--- config.mk ---
export PLATFORM = sky130hd
export DESIGN_NAME = mem_arbiter_flat
export DESIGN_NICKNAME = d
export VERILOG_FILES = /design/src/rtl/noobs_mem_pkg.sv /design/src/rtl/mem_arbiter_if.sv /design/src/rtl/mem_arb_starve_cnt.sv /design/src/rtl/mem_arbiter.sv /design/src/flat_wrapper.sv
export SDC_FILE = /design/constraint.sdc
export NUM_CORES = 1
export LEC_CHECK = 0
export ABC_AREA = 1
export CAP_MARGIN = 20
export CELL_PAD_IN_SITES_DETAIL_PLACEMENT = 0
export CELL_PAD_IN_SITES_GLOBAL_PLACEMENT = 2
export CORE_AREA = 2 2 98 100
export CTS_CLUSTER_SIZE = 40
export DETAILED_ROUTE_END_ITERATION = 16
export DIE_AREA = 0 0 100 102
export PLACE_DENSITY = 0.85
export SLEW_MARGIN = 20
export SYNTH_ARGS = -nofsm -noshare
export SYNTH_HDL_FRONTEND = slang
export SYNTH_SLANG_ARGS = --single-unit
export TNS_END_PERCENT = 1
--- constraint.sdc ---
create_clock -name clk -period 1.53 [get_ports clk]
set_clock_uncertainty 0.2 [all_clocks]
set_input_delay 0.2295 -clock clk [delete_from_list [all_inputs] [get_ports clk]]
set_output_delay 0.2295 -clock clk [all_outputs]
set_load 0.02 [all_outputs]
--- src/rtl/noobs_mem_pkg.sv ---
// Shared definitions for the unified-memory arbiter: FSM encoding, address-space
// select bits and default bus widths.
package noobs_mem_pkg;

   localparam int unsigned ADDR_W_DEF = 12;
   localparam int unsigned DATA_W_DEF = 8;
   localparam int unsigned CNT_W      = 4;

   localparam logic [1:0] IDLE  = 2'd0;
   localparam logic [1:0] ACK_I = 2'd1;
   localparam logic [1:0] ACK_D = 2'd2;

   localparam logic SPACE_I = 1'b0;
   localparam logic SPACE_D = 1'b1;

endpackage

--- src/rtl/mem_arbiter_if.sv ---
// CPU instruction/data ports plus the SRAM macro side of the memory arbiter.
interface mem_arbiter_if #(
   parameter int unsigned ADDR_W = noobs_mem_pkg::ADDR_W_DEF,
   parameter int unsigned DATA_W = noobs_mem_pkg::DATA_W_DEF
);
   logic              i_req;
   logic [ADDR_W-1:0] i_addr;
   logic [DATA_W-1:0] i_data;
   logic              i_ack;
   logic              d_en;
   logic              d_rd;
   logic              d_wr;
   logic [ADDR_W-1:0] d_addr;
   logic [DATA_W-1:0] d_wr_data;
   logic [DATA_W-1:0] d_rd_data;
   logic              d_ack;
   logic              mem_en;
   logic              mem_we;
   logic [ADDR_W:0]   mem_addr;
   logic [DATA_W-1:0] mem_wdata;
   logic [DATA_W-1:0] mem_rdata;
   logic              err_conflict;

   modport slave (
      input  i_req, i_addr, d_en, d_rd, d_wr, d_addr, d_wr_data, mem_rdata,
      output i_data, i_ack, d_rd_data, d_ack, mem_en, mem_we, mem_addr, mem_wdata,
             err_conflict
   );

   modport master (
      output i_req, i_addr, d_en, d_rd, d_wr, d_addr, d_wr_data, mem_rdata,
      input  i_data, i_ack, d_rd_data, d_ack, mem_en, mem_we, mem_addr, mem_wdata,
             err_conflict
   );
endinterface

--- src/rtl/mem_arb_starve_cnt.sv ---
// Counts consecutive data-port wins while an instruction fetch waits; asserts
// override_c once the fetch has lost MAX_WAIT times in a row.
module mem_arb_starve_cnt
   import noobs_mem_pkg::*;
#(
   parameter int unsigned MAX_WAIT = 4
) (
   input  logic clk,
   input  logic reset_,
   input  logic in_idle,
   input  logic i_req,
   input  logic grant_i,
   input  logic grant_d,
   output logic override_c
);

   localparam logic [CNT_W-1:0] CNT_MAX = CNT_W'(MAX_WAIT);

   logic [CNT_W-1:0] wait_cnt;

   // Only issue cycles move the counter; ack cycles hold it.
   always_ff @(posedge clk or negedge reset_) begin
      if (!reset_) begin
         wait_cnt <= '0;
      end else if (in_idle) begin
         if (!i_req || grant_i) begin
            wait_cnt <= '0;
         end else if (grant_d && (wait_cnt != CNT_MAX)) begin
            wait_cnt <= wait_cnt + CNT_W'(1);
         end
      end
   end

   assign override_c = (wait_cnt == CNT_MAX);

endmodule

--- src/rtl/mem_arbiter.sv ---
// Shares one single-port 8K x 8 SRAM between the instruction-fetch and data
// ports: data has priority, instruction fetch has a bounded wait.
module mem_arbiter
   import noobs_mem_pkg::*;
#(
   parameter int unsigned ADDR_W   = ADDR_W_DEF,
   parameter int unsigned DATA_W   = DATA_W_DEF,
   parameter int unsigned MAX_WAIT = 4
) (
   input  logic         clk,
   input  logic         reset_,
   mem_arbiter_if.slave bus
);

   logic [1:0]        state;
   logic [1:0]        state_nxt;
   logic              grant_i;
   logic              grant_d;
   logic              in_idle;
   logic              override_c;
   logic              i_ack_q;
   logic              d_ack_q;
   logic              err_q;
   logic [ADDR_W:0]   addr_q;
   logic [DATA_W-1:0] wdata_q;

   assign in_idle = (state == IDLE);

   mem_arb_starve_cnt #(
      .MAX_WAIT (MAX_WAIT)
   ) u_starve_cnt (
      .clk        (clk),
      .reset_     (reset_),
      .in_idle    (in_idle),
      .i_req      (bus.i_req),
      .grant_i    (grant_i),
      .grant_d    (grant_d),
      .override_c (override_c)
   );

   always_ff @(posedge clk or negedge reset_) begin
      if (!reset_) begin
         state <= IDLE;
      end else begin
         state <= state_nxt;
      end
   end

   // Grant only from IDLE so a request still held during its ack is not re-issued.
   always_comb begin
      state_nxt = state;
      grant_i   = 1'b0;
      grant_d   = 1'b0;
      case (state)
         IDLE: begin
            if (bus.i_req && (!bus.d_en || override_c)) begin
               grant_i   = 1'b1;
               state_nxt = ACK_I;
            end else if (bus.d_en) begin
               grant_d   = 1'b1;
               state_nxt = ACK_D;
            end
         end
         ACK_I:   state_nxt = IDLE;
         ACK_D:   state_nxt = IDLE;
         default: state_nxt = IDLE;
      endcase
   end

   always_ff @(posedge clk or negedge reset_) begin
      if (!reset_) begin
         i_ack_q <= 1'b0;
         d_ack_q <= 1'b0;
         err_q   <= 1'b0;
         addr_q  <= '0;
         wdata_q <= '0;
      end else begin
         i_ack_q <= grant_i;
         d_ack_q <= grant_d;
         if (grant_d && bus.d_rd && bus.d_wr) begin
            err_q <= 1'b1;
         end
         if (grant_i) begin
            addr_q <= {SPACE_I, bus.i_addr};
         end else if (grant_d) begin
            addr_q  <= {SPACE_D, bus.d_addr};
            wdata_q <= bus.d_wr_data;
         end
      end
   end

   // A read/write conflict executes as a read so the requester still gets its ack.
   assign bus.mem_en       = reset_ & (grant_i | grant_d);
   assign bus.mem_we       = reset_ & grant_d & bus.d_wr & ~bus.d_rd;
   assign bus.mem_addr     = grant_i ? {SPACE_I, bus.i_addr} :
                             grant_d ? {SPACE_D, bus.d_addr} : addr_q;
   assign bus.mem_wdata    = grant_d ? bus.d_wr_data : wdata_q;
   assign bus.i_data       = bus.mem_rdata;
   assign bus.d_rd_data    = bus.mem_rdata;
   assign bus.i_ack        = i_ack_q;
   assign bus.d_ack        = d_ack_q;
   assign bus.err_conflict = err_q;

endmodule

--- src/flat_wrapper.sv ---
// flat-port wrapper written by rule: the top's interface ports become plain ports
module mem_arbiter_flat import noobs_mem_pkg::*;
#(
   parameter int unsigned ADDR_W   = ADDR_W_DEF,
   parameter int unsigned DATA_W   = DATA_W_DEF,
   parameter int unsigned MAX_WAIT = 4
)
  (clk, reset_, bus_i_req, bus_i_addr, bus_d_en, bus_d_rd, bus_d_wr, bus_d_addr, bus_d_wr_data, bus_mem_rdata, bus_i_data, bus_i_ack, bus_d_rd_data, bus_d_ack, bus_mem_en, bus_mem_we, bus_mem_addr, bus_mem_wdata, bus_err_conflict);
  mem_arbiter_if #(.ADDR_W(ADDR_W), .DATA_W(DATA_W)) bus_i ();
  input  logic clk;
  input  logic reset_;
  input wire logic [$bits(bus_i.i_req)-1:0] bus_i_req;
  input wire logic [$bits(bus_i.i_addr)-1:0] bus_i_addr;
  input wire logic [$bits(bus_i.d_en)-1:0] bus_d_en;
  input wire logic [$bits(bus_i.d_rd)-1:0] bus_d_rd;
  input wire logic [$bits(bus_i.d_wr)-1:0] bus_d_wr;
  input wire logic [$bits(bus_i.d_addr)-1:0] bus_d_addr;
  input wire logic [$bits(bus_i.d_wr_data)-1:0] bus_d_wr_data;
  input wire logic [$bits(bus_i.mem_rdata)-1:0] bus_mem_rdata;
  output wire logic [$bits(bus_i.i_data)-1:0] bus_i_data;
  output wire logic [$bits(bus_i.i_ack)-1:0] bus_i_ack;
  output wire logic [$bits(bus_i.d_rd_data)-1:0] bus_d_rd_data;
  output wire logic [$bits(bus_i.d_ack)-1:0] bus_d_ack;
  output wire logic [$bits(bus_i.mem_en)-1:0] bus_mem_en;
  output wire logic [$bits(bus_i.mem_we)-1:0] bus_mem_we;
  output wire logic [$bits(bus_i.mem_addr)-1:0] bus_mem_addr;
  output wire logic [$bits(bus_i.mem_wdata)-1:0] bus_mem_wdata;
  output wire logic [$bits(bus_i.err_conflict)-1:0] bus_err_conflict;
  assign bus_i.i_req = bus_i_req;
  assign bus_i.i_addr = bus_i_addr;
  assign bus_i.d_en = bus_d_en;
  assign bus_i.d_rd = bus_d_rd;
  assign bus_i.d_wr = bus_d_wr;
  assign bus_i.d_addr = bus_d_addr;
  assign bus_i.d_wr_data = bus_d_wr_data;
  assign bus_i.mem_rdata = bus_mem_rdata;
  assign bus_i_data = bus_i.i_data;
  assign bus_i_ack = bus_i.i_ack;
  assign bus_d_rd_data = bus_i.d_rd_data;
  assign bus_d_ack = bus_i.d_ack;
  assign bus_mem_en = bus_i.mem_en;
  assign bus_mem_we = bus_i.mem_we;
  assign bus_mem_addr = bus_i.mem_addr;
  assign bus_mem_wdata = bus_i.mem_wdata;
  assign bus_err_conflict = bus_i.err_conflict;
  mem_arbiter #(.ADDR_W(ADDR_W), .DATA_W(DATA_W), .MAX_WAIT(MAX_WAIT)) u_core (.clk(clk), .reset_(reset_), .bus(bus_i));
endmodule
==> qor.yml, run 1 <==
pwr:
  p_leak_nw: 1.54
  power.density_nw_per_um2: 1330
  total_power_mw: 4.02
  ir_drop_uv: 612
synth:
  synth_common_cells: "nand2_1 (71), inv_1 (32), dfrtp_1 (30)"
  ys_seq_area_share_pct: 46.5
  synth_area_leaders: "dfrtp_1 (46%), nand2_1 (16%), nand3_1 (8.7%)"
  postSynth.asyncResetShare_pct: 100
  syn_area_um2: 1620
  yosysTopAreaCell: "dfrtp_1"
  synthDominantCellAreaShare_pct: 46.5
  yosys_warnings: 0
  synthCells: 206
  synth_edf_count: 0
  ys_ff_latch: 30
  synth_top_flop_cell: "dfrtp_1"
  avgSynthCellArea_um2: 7.84
  yosysMostFrequentCell: "nand2_1"
  synth_nets: 254
  yosysUniqueCellTypes: 22
critical_path:
  cp_max_fo: 6
  reg2reg_from: "u_core.u_starve_cnt.wait_cnt[1]"
  end_kind: "output port"
  crit_start: "u_core.u_starve_cnt.wait_cnt[1]"
  regToRegEndpoint: "u_core.addr_q[2]"
  endpoint: "bus_mem_addr[2]"
  worstPathArrival_ns: 1.72
  rr_worst_depth: 12
  crit_path_start_kind: "register"
  worstPathRequired_ns: 1.10
  crit_type: "register to output port"
  reg2reg_slack_ns: -0.29
cts:
  cts_tree: "done"
  h-tree-depth: 2
  cts-root-buf: "clkbuf_8"
  clock_latency_ns: 0.28
  cts-buffers-inserted: 5
  clk_pin_slew_ns: 0.07
  clock_sinks: 30
  cts_buffer_depth: 2
place:
  place_area_um2: 2620
  place.gp.congestion: 0.708
  portBuffers: 63
  place_hpwl_mm: 3.57
sta:
  hold_viol: 0
  slew_viol_final: 0
  setup_violations: 45
  holdWs_ns: 0.259
  period_share_pct: 140
  max_slew_margin_pct: 84.3
  fmax_mhz: 465
  fin_setup_tns_ns: -16.09
  setup_ws_ns: -0.619
  rsz0062_at_grt: "yes"
  worstMarginPinSlew_ns: 0.235
  min_period_ns: 2.15
layout:
  layout.nets: 346
  design_area_um2: 3020
  post_route_cells_drive_above_1_share_pct: 48.3
  area_growth_pct: 87.0
  n_antenna_cell: 0
route:
  vias: 1568
  drtIter0Drc: 66
  viasPerCell: 3.83
  dr.pass1.iters: 4
  route.detailed.drc: 0
  wirelength_mm: 5.00
  ant_nets: 0
  wl_per_cell_um: 12.2
grt:
  grt_pass1_wl_mm: 8.08
  grt_pass1_vias: 1689
  gr-total-overflow: 0
  track_usage_pct: 10.3
  antenna_found_initial: 0
  grt_max_degree: 18
worst_hold_path:
  hp-start: "bus_mem_rdata[5]"
  hold_class: "primary input to output port"
floorplan:
  start_util_pct: 17.7
  dieWidth_um: 100
  num_rows: 35
  io_pins: 88
  core_um2: 9110
  fp.dieArea_um2: 10200
  die_h_um: 102
run:
  cap_violations: 0
run_status:
  failed_checks: "setup timing"
  status: "complete, but fails checks"
-- per-layer routing --
layer / wire (µm) / vias to the layer above / track usage, %
met1: 2220 / 726 / 13.0
met2: 2430 / 43 / 17.4
li1: - / 792 / -
met3: 291 / 7 / 3.15
met4: 53 / 0 / 2.74
met5: 0 / - / 0
-- state kept, by name, indices dropped and copies added, names as in the netlist --
register,count
u_core.state,2
u_core.u_starve_cnt.wait_cnt,4
u_core.wdata_q,8
u_core.addr_q,13
u_core.bus.d_ack,1
u_core.bus.i_ack,1
u_core.bus.err_conflict,1
-- layout by cell type (no fill, tap or decap), types with 2 or more instances in the layout --
master / n
buf_2: 2
nor2_4: 2
nor2_1: 2
inv_2: 4
clkbuf_8: 6
buf_4: 32
clkdlybuf4s50_1: 36
nand2_2: 39
dfrtp_1: 30
nand3_1: 15
inv_1: 30
buf_8: 2
nand3_2: 13
dlygate4sd2_1: 3
nand2_4: 3
buf_6: 27
buf_12: 4
xor2_1: 2
a21oi_1: 2
nand2_1: 31
-- area by class of cell --
| cell class | count | area (µm²) |
|---|---|---|
| timing repair buffer | 107 | 1060 |
| clock buffer | 6 | 82.6 |
| clock inverter | 1 | 30.0 |
| tap | 111 | 139 |
| fill | 957 | 6090 |
| multi-input combinational | 119 | 813 |
| inverter | 35 | 144 |
| sequential | 30 | 751 |
-- worst min-delay path by stage --
stage / endpoint / cells past startpoint
6_report: bus_d_rd_data[5] / 0
3_5_place_dp: u_core.addr_q[10] / 2
4_1_cts: bus_d_rd_data[4] / 0
5_1_grt: bus_i_data[0] / 0
3_3_place_gp: u_core.addr_q[10] / 2
2_1_floorplan: u_core.addr_q[0] / 0
-- power breakdown --
part           switching, mW  internal [mW]
clock network          0.297          0.521
registers             0.0806           1.01
logic                   1.02           1.08
-- logic make-up after synthesis --
logic type / share of synthesized area (%)
AOI/OAI and AO/OA: 2.79
DFF: 46.5
buffers and inverters: 18.2
xor gates and xnor gates: 1.08
adders and majority gates: 1.55
and+or+nand+nor: 29.9
-- worst max-delay path, stage by stage, from the launching register on --
cell and delay, ns:
dfrtp_1 0.40, inv_2 0.08, ha_4 0.12, nand3_2 0.07, nand2_4 0.10, nand2_4 0.08, nand2_8 0.13, buf_6 0.14
nand2_2 0.05, nand3_2 0.06, nand2_2 0.07, buf_6 0.13
-- through the flow --
| stage | worst slack (ns) | utilization, % | std cells |
|---|---|---|---|
| 2_1_floorplan | -0.169 | - | 206 |
| 3_3_place_gp | -0.962 | 28.8 | 393 |
| 3_5_place_dp | -0.969 | 28.8 | 393 |
| 4_1_cts | -0.608 | 32.5 | 408 |
| 5_1_grt | -0.756 | 33.2 | 409 |
| 6_report | -0.619 | 33.2 | 409 |
-- timing repair --
action	CTS	global route
setup endpoints to repair	51	49
hold buffers	1	0
endpoints found under the hold margin	30	0
resized for setup	179	13
buffers inserted	7	1
pin swaps	16	3
Note: power is estimated with default switching activity, not from simulation.
==> run 2, diff against run 1 <==
--- a/config.mk
+++ b/config.mk
@@ -9,11 +9,11 @@
 export CAP_MARGIN = 20
 export CELL_PAD_IN_SITES_DETAIL_PLACEMENT = 0
 export CELL_PAD_IN_SITES_GLOBAL_PLACEMENT = 2
-export CORE_AREA = 2 2 98 100
+export CORE_AREA = 2 2 137 72
 export CTS_CLUSTER_SIZE = 40
 export DETAILED_ROUTE_END_ITERATION = 16
-export DIE_AREA = 0 0 100 102
-export PLACE_DENSITY = 0.85
+export DIE_AREA = 0 0 139 74
+export PLACE_DENSITY = 0.86
 export SLEW_MARGIN = 20
 export SYNTH_ARGS = -nofsm -noshare
 export SYNTH_HDL_FRONTEND = slang
==> run 2 against run 1 <==
The flow still finishes with violations (setup timing). Die area increased by 0.84%. Largest power group unchanged. Wire length decreased by 4.0%. Non-clock buffer count decreased by 11. Worst hold slack about the same. Cell area decreased by 3.6%.
==> qor.yml, run 2 (synthesis results as in run 1) <==
run_status:
  status: "complete, but fails checks"  # unchanged
  failed_checks: "setup timing"  # unchanged
pwr:
  power.density_nw_per_um2: 1450  # was 1330 nW/µm²
  p_leak_nw: 1.49  # was 1.54 nW
  ir_drop_uv: 649  # was 612 µV
route:
  drtIter0Drc: 49  # was 66
  wl_per_cell_um: 11.7  # was 12.2 µm
  wirelength_mm: 4.79  # was 5.00 mm
  vias: 1514  # was 1568
  route.detailed.drc: 0  # unchanged
  dr.pass1.iters: 4  # unchanged
  viasPerCell: 3.70  # was 3.83
  ant_nets: 0  # unchanged
worst_hold_path:
  hold_class: "primary input to output port"  # unchanged
  hp-start: "bus_mem_rdata[0]"  # was bus_mem_rdata[5]
sta:
  min_period_ns: 2.13  # was 2.15 ns
  setup_ws_ns: -0.605  # was -0.619 ns
  fmax_mhz: 468  # was 465 MHz
  period_share_pct: 140  # about the same
  worstMarginPinSlew_ns: 0.407  # was 0.235 ns
  rsz0062_at_grt: "yes"  # unchanged
  setup_violations: 44  # was 45
  max_slew_margin_pct: 72.9  # was 84.3%
  holdWs_ns: 0.259  # about the same
  hold_viol: 0  # unchanged
  slew_viol_final: 0  # unchanged
place:
  place.gp.congestion: 0.783  # was 0.708
  post-place-ws_ns: -0.965  # was -0.969 ns
  dp.cells: 399  # was 393
  portBuffers: 63  # unchanged
  place_hpwl_mm: 3.69  # was 3.57 mm
critical_path:
  end_kind: "output port"  # unchanged
  cp_max_fo: 7  # was 6
  reg2reg_from: "u_core.u_starve_cnt.wait_cnt[1]"  # unchanged
  worstPathArrival_ns: 1.71  # was 1.72 ns
  crit_type: "register to output port"  # unchanged
  worstPathRequired_ns: 1.10  # about the same
  crit_path_start_kind: "register"  # unchanged
  reg2reg_slack_ns: -0.14  # was -0.29 ns
  crit_start: "u_core.u_starve_cnt.wait_cnt[1]"  # unchanged
layout:
  fin_util_pct: 31.9  # was 33.2%
  reg_top3: "u_core.addr_q (13), u_core.wdata_q (8), u_core.u_starve_cnt.wait_cnt (4)"  # unchanged
  final_cell_mix: "nand2_1 (45), clkdlybuf4s50_1 (36), inv_1 (30), dfrtp_1 (30), buf_4 (27)"  # was nand2_2 (39), clkdlybuf4s50_1 (36), buf_4 (32), nand2_1 (31)
  layout.nets: 335  # was 346
  largest_reg_flops: 13  # unchanged
  n_antenna_cell: 0  # unchanged
  post_route_cells_drive_above_1_share_pct: 40.3  # was 48.3%
  area_growth_pct: 80.2  # was 87.0%
  final_common_cell: "nand2_1"  # was nand2_2
  stdcell_count: 409  # unchanged
  top_register: "u_core.addr_q"  # unchanged
cts:
  clock_latency_ns: 0.27  # was 0.28 ns
  clk_pin_slew_ns: 0.05  # was 0.07 ns
  cts-root-buf: "clkbuf_16"  # was clkbuf_8
  cts-buffers-inserted: 5  # unchanged
  clock_sinks: 30  # unchanged
  h-tree-depth: 2  # unchanged
  cts_buffer_depth: 2  # unchanged
  cts_tree: "done"  # unchanged
floorplan:
  start_util_pct: 17.7  # about the same
  io_pins: 88  # unchanged
  die_h_um: 74  # was 102 µm
  core_um2: 9130  # was 9110 µm²
  dieWidth_um: 139  # was 100 µm
  num_rows: 25  # was 35
  fp.dieArea_um2: 10300  # was 10200 µm²
grt:
  gr-total-overflow: 0  # unchanged
  track_usage_pct: 9.93  # was 10.3%
  antenna_found_initial: 0  # unchanged
  grt_pass1_vias: 1542  # was 1689
  grt_max_degree: 31  # was 18
  grt_pass1_wl_mm: 7.85  # was 8.08 mm
run:
  cap_violations: 0  # unchanged
## run 2: cell count changes in the layout (fill, tap and decap cells not counted), sizes merged
| cell | previous run | this run |
|---|---|---|
| buf | 67 | 56 |
| bufinv | 1 | 2 |
## run 2: metal layers
layer / wire length (µm) / global-route usage (%) / up-vias / part of all wire, %
met5: 0 / 0 / - / 0
met4: 0 / 1.01 / 0 / 0
met3: 338 / 4.31 / 0 / 7.1
met2: 2000 / 14.9 / 49 / 42
met1: 2450 / 13.8 / 691 / 51
li1: - / - / 774 / -
## run 2: final timing paths
kind                            depth (start not counted)                       to
worst max-delay path                                   11         bus_mem_wdata[2]
worst min-delay path                                    0         bus_d_rd_data[0]
worst max register to register                         11         u_core.addr_q[1]
worst min register to register                          1  u_core.bus.err_conflict
max in group asynchronous                               3         u_core.addr_q[9]
min in group asynchronous                               3         u_core.addr_q[1]
## run 2: area by class of cell
cell class	instances	area, µm²
tap	121	151
timing repair buffer	96	920
inverter	35	136
sequential	30	751
clock inverter	2	60.1
fill	983	6220
clock buffer	6	139
multi-input combinational	119	754
## run 2: repair_timing
| item | CTS | global route |
|---|---|---|
| gates cloned | 0 | 0 |
| resized for setup | 138 | 13 |
| pin swaps | 8 | 1 |
| setup endpoints to repair | 52 | 49 |
| endpoints found under the hold margin | 30 | 0 |
| buffers inserted | 1 | 0 |
| hold buffers | 1 | 0 |
## run 2: critical path, cell delays in order (launching register included)
cell	delay, ns
dfrtp_1	0.38
inv_2	0.08
ha_4	0.14
nand3_4	0.06
nand2_4	0.09
nand2_4	0.08
nand2_8	0.10
buf_12	0.12
buf_12	0.12
nand2_2	0.06
nand2_2	0.07
buf_6	0.11
## run 2: per-stage QoR
stage                     TNS (ns)  cell area (µm²)  power, mW
final                       -14.14             2910       4.24
after global routing        -18.54             2910       4.51
after CTS                   -15.12             2860       4.26
after detailed placement    -28.15             2620       2.86
after global placement      -28.22             2620       2.83
after floorplan              -4.33             1720       2.05
## run 2: report_power, final
group / switching [mW] / internal (mW)
combinational: 0.941 / 0.863
sequential: 0.0876 / 1.02
clock: 0.351 / 0.977
==> run 3, diff against run 2 <==
--- a/config.mk
+++ b/config.mk
@@ -9,11 +9,12 @@
 export CAP_MARGIN = 20
 export CELL_PAD_IN_SITES_DETAIL_PLACEMENT = 0
 export CELL_PAD_IN_SITES_GLOBAL_PLACEMENT = 2
-export CORE_AREA = 2 2 137 72
+export CORE_AREA = 2 2 109 58
 export CTS_CLUSTER_SIZE = 40
 export DETAILED_ROUTE_END_ITERATION = 16
-export DIE_AREA = 0 0 139 74
-export PLACE_DENSITY = 0.86
+export DIE_AREA = 0 0 111 60
+export DONT_BUFFER_PORTS = 1
+export PLACE_DENSITY = 0.83
 export SLEW_MARGIN = 20
 export SYNTH_ARGS = -nofsm -noshare
 export SYNTH_HDL_FRONTEND = slang
==> run 3 against run 2 <==
Wire length down 9.5%. Clock power down 19%. Core utilization up 12 points. The flow still finishes with violations (setup timing). Critical path type unchanged. Largest cell class is now multi-input gates. Global-route usage rose by 3.4 points. Combinational power decreased by 11%. Sequential share of layout area is 3.8 points higher. Worst hold slack lost 0.25 ns. Via count decreased by 11%.
==> qor.yml, run 3 (synthesis results as in run 1) <==
sta:
  slew_viol_final: 0  # unchanged
  max_slew_margin_pct: 84.7  # was 72.9%
  min_period_ns: 2.05  # was 2.13 ns
  period_share_pct: 134  # was 140%
  worstMarginPinSlew_ns: 0.229  # was 0.407 ns
  hold_viol: 0  # unchanged
  rsz0062_at_grt: "yes"  # unchanged
  fmax_mhz: 489  # was 468 MHz
  holdWs_ns: 0.0137  # was 0.259 ns
  setup_ws_ns: -0.515  # was -0.605 ns
  setup_violations: 45  # was 44
layout:
  final_common_cell: "nand2_1"  # unchanged
  post_route_cells_drive_above_1_share_pct: 43.2  # was 40.3%
  largest_reg_flops: 13  # unchanged
  final_cell_mix: "nand2_1 (39), dfrtp_1 (30), inv_1 (29), buf_4 (24), nand2_2 (19)"  # was nand2_1 (45), clkdlybuf4s50_1 (36), inv_1 (30), dfrtp_1 (30), buf_4 (27)
  layout.nets: 288  # was 335
  n_antenna_cell: 0  # unchanged
  reg_top3: "u_core.addr_q (13), u_core.wdata_q (8), u_core.u_starve_cnt.wait_cnt (4)"  # unchanged
  area_growth_pct: 57.2  # was 80.2%
  fin_util_pct: 43.9  # was 31.9%
  nFillCells: 561  # was 983
  top_register: "u_core.addr_q"  # unchanged
  design_area_um2: 2540  # was 2910 µm²
floorplan:
  start_util_pct: 27.9  # was 17.7%
  dieWidth_um: 111  # was 139 µm
  core_um2: 5780  # was 9130 µm²
  io_pins: 88  # unchanged
  fp.dieArea_um2: 6660  # was 10300 µm²
  num_rows: 20  # was 25
  die_h_um: 60  # was 74 µm
place:
  post-place-ws_ns: -0.289  # was -0.965 ns
  place_hpwl_mm: 2.90  # was 3.69 mm
  place.gp.congestion: 0.779  # was 0.783
  portBuffers: 0  # was 63
  place_area_um2: 1910  # was 2620 µm²
critical_path:
  path_cells: "inv_2 -> ha_4 -> nand3_4 -> nand2_4 -> nand2_8 -> buf_12 -> nand3_1 -> nand3_2 -> nand2_4"  # was inv_2 -> ha_4 -> nand3_4 -> nand2_4 -> nand2_4 -> nand2_8 -> buf_12 -> buf_12 -> nand2_2 -> nand2_2 -> buf_6
  crit_type: "register to output port"  # unchanged
  slowest_stage: "dfrtp_1"  # unchanged
  end_kind: "output port"  # unchanged
  cpMostUsedCell: "nand2_4"
  crit_path_start_kind: "register"  # unchanged
  crit_family: "simple AND/OR/NAND/NOR gates"  # unchanged
  reg2reg_from: "u_core.u_starve_cnt.wait_cnt[1]"  # unchanged
  crit_start: "u_core.u_starve_cnt.wait_cnt[1]"  # unchanged
  cp_max_fo: 11  # was 7
  worstPathArrival_ns: 1.62  # was 1.71 ns
  worstPathRequired_ns: 1.10  # about the same
  cp_slowest_stage_delay_ns: 0.38  # about the same
  path_buf_inv: 2  # was 4
cts:
  cts-root-buf: "clkbuf_16"  # unchanged
  cts_tree: "done"  # unchanged
  clock_latency_ns: 0.27  # about the same
  clk_pin_slew_ns: 0.05  # about the same
  h-tree-depth: 2  # unchanged
  cts-buffers-inserted: 5  # unchanged
  cts_buffer_depth: 2  # unchanged
  clock_sinks: 30  # unchanged
grt:
  antenna_found_initial: 0  # unchanged
  grt_pass1_wl_mm: 6.67  # was 7.85 mm
  grt_pass1_vias: 1285  # was 1542
  gr-total-overflow: 0  # unchanged
  grt_max_degree: 31  # unchanged
  track_usage_pct: 13.4  # was 9.93%
worst_hold_path:
  hold_class: "primary input to register"  # was primary input to output port
  hp-start: "bus_d_wr_data[1]"  # was bus_mem_rdata[0]
route:
  ant_nets: 0  # unchanged
  wl_per_cell_um: 13.6  # was 11.7 µm
  dr.pass1.iters: 4  # unchanged
  route.detailed.drc: 0  # unchanged
  wirelength_mm: 4.34  # was 4.79 mm
  vias: 1349  # was 1514
  viasPerCell: 4.24  # was 3.70
  drtIter0Drc: 26  # was 49
run_status:
  status: "complete, but fails checks"  # unchanged
  failed_checks: "setup timing"  # unchanged
pwr:
  ir_drop_uv: 657  # was 649 µV
  power.density_nw_per_um2: 1490  # was 1450 nW/µm²
  p_leak_nw: 1.30  # was 1.49 nW
run:
  cap_violations: 0  # unchanged
run 3: final timing paths:
kind	slack [ns]	to	cells after the start
max	-0.52	bus_mem_addr[0]	9
min	0.01	u_core.wdata_q[1]	3
max reg2reg	-0.15	u_core.wdata_q[3]	10
min reg2reg	0.28	u_core.wdata_q[2]	2
max in group asynchronous	0.74	u_core.addr_q[12]	2
min in group asynchronous	0.22	u_core.addr_q[0]	2
run 3: per-layer routing:
layer	routed length [µm]	vias to the layer above	track usage [%]
met2	1790	46	19.4
met1	2220	622	19.1
met5	0	-	0
li1	-	677	-
met4	21	0	2.68
met3	311	4	5.07
run 3: metrics by stage:
| step | cells | TNS [ns] | total power [mW] |
|---|---|---|---|
| 6_report | 318 | -13.77 | 3.78 |
| 3_5_place_dp | 290 | -9.79 | 2.34 |
| 4_1_cts | 318 | -13.64 | 3.70 |
| 5_1_grt | 318 | -18.04 | 4.01 |
| 2_1_floorplan | 206 | -4.33 | 2.05 |
| 3_3_place_gp | 290 | -8.00 | 2.32 |
run 3: layout make-up:
type	instances	area [µm²]	share of cell area, %
tap	77	96.3	3.79
sequential	30	751	29.6
clock buffer	8	166	6.55
inverter	35	141	5.57
timing repair buffer	49	505	19.9
multi-input combinational	119	878	34.6
run 3: timing repair:
item / in CTS / in global routing
setup endpoints to repair: 44 / 49
resized for setup: 35 / 23
setup buffers: 2 / 0
hold buffers: 17 / 0
pin swaps: 21 / 12
hold endpoints to repair: 47 / 0
cloned: 1 / 0
run 3: tightest hold or removal path, delay by kind of cell:
family	cells	cell delay [ns]
simple gates	2	0.11
buf+inv	1	0.10
run 3: where the power goes:
| part | internal [mW] | total, mW | switching (mW) |
|---|---|---|---|
| Clock | 0.736 | 1.08 | 0.342 |
| Combinational | 0.639 | 1.60 | 0.960 |
| Sequential | 1.02 | 1.11 | 0.0910 |
| Total | 2.39 | 3.78 | 1.39 |
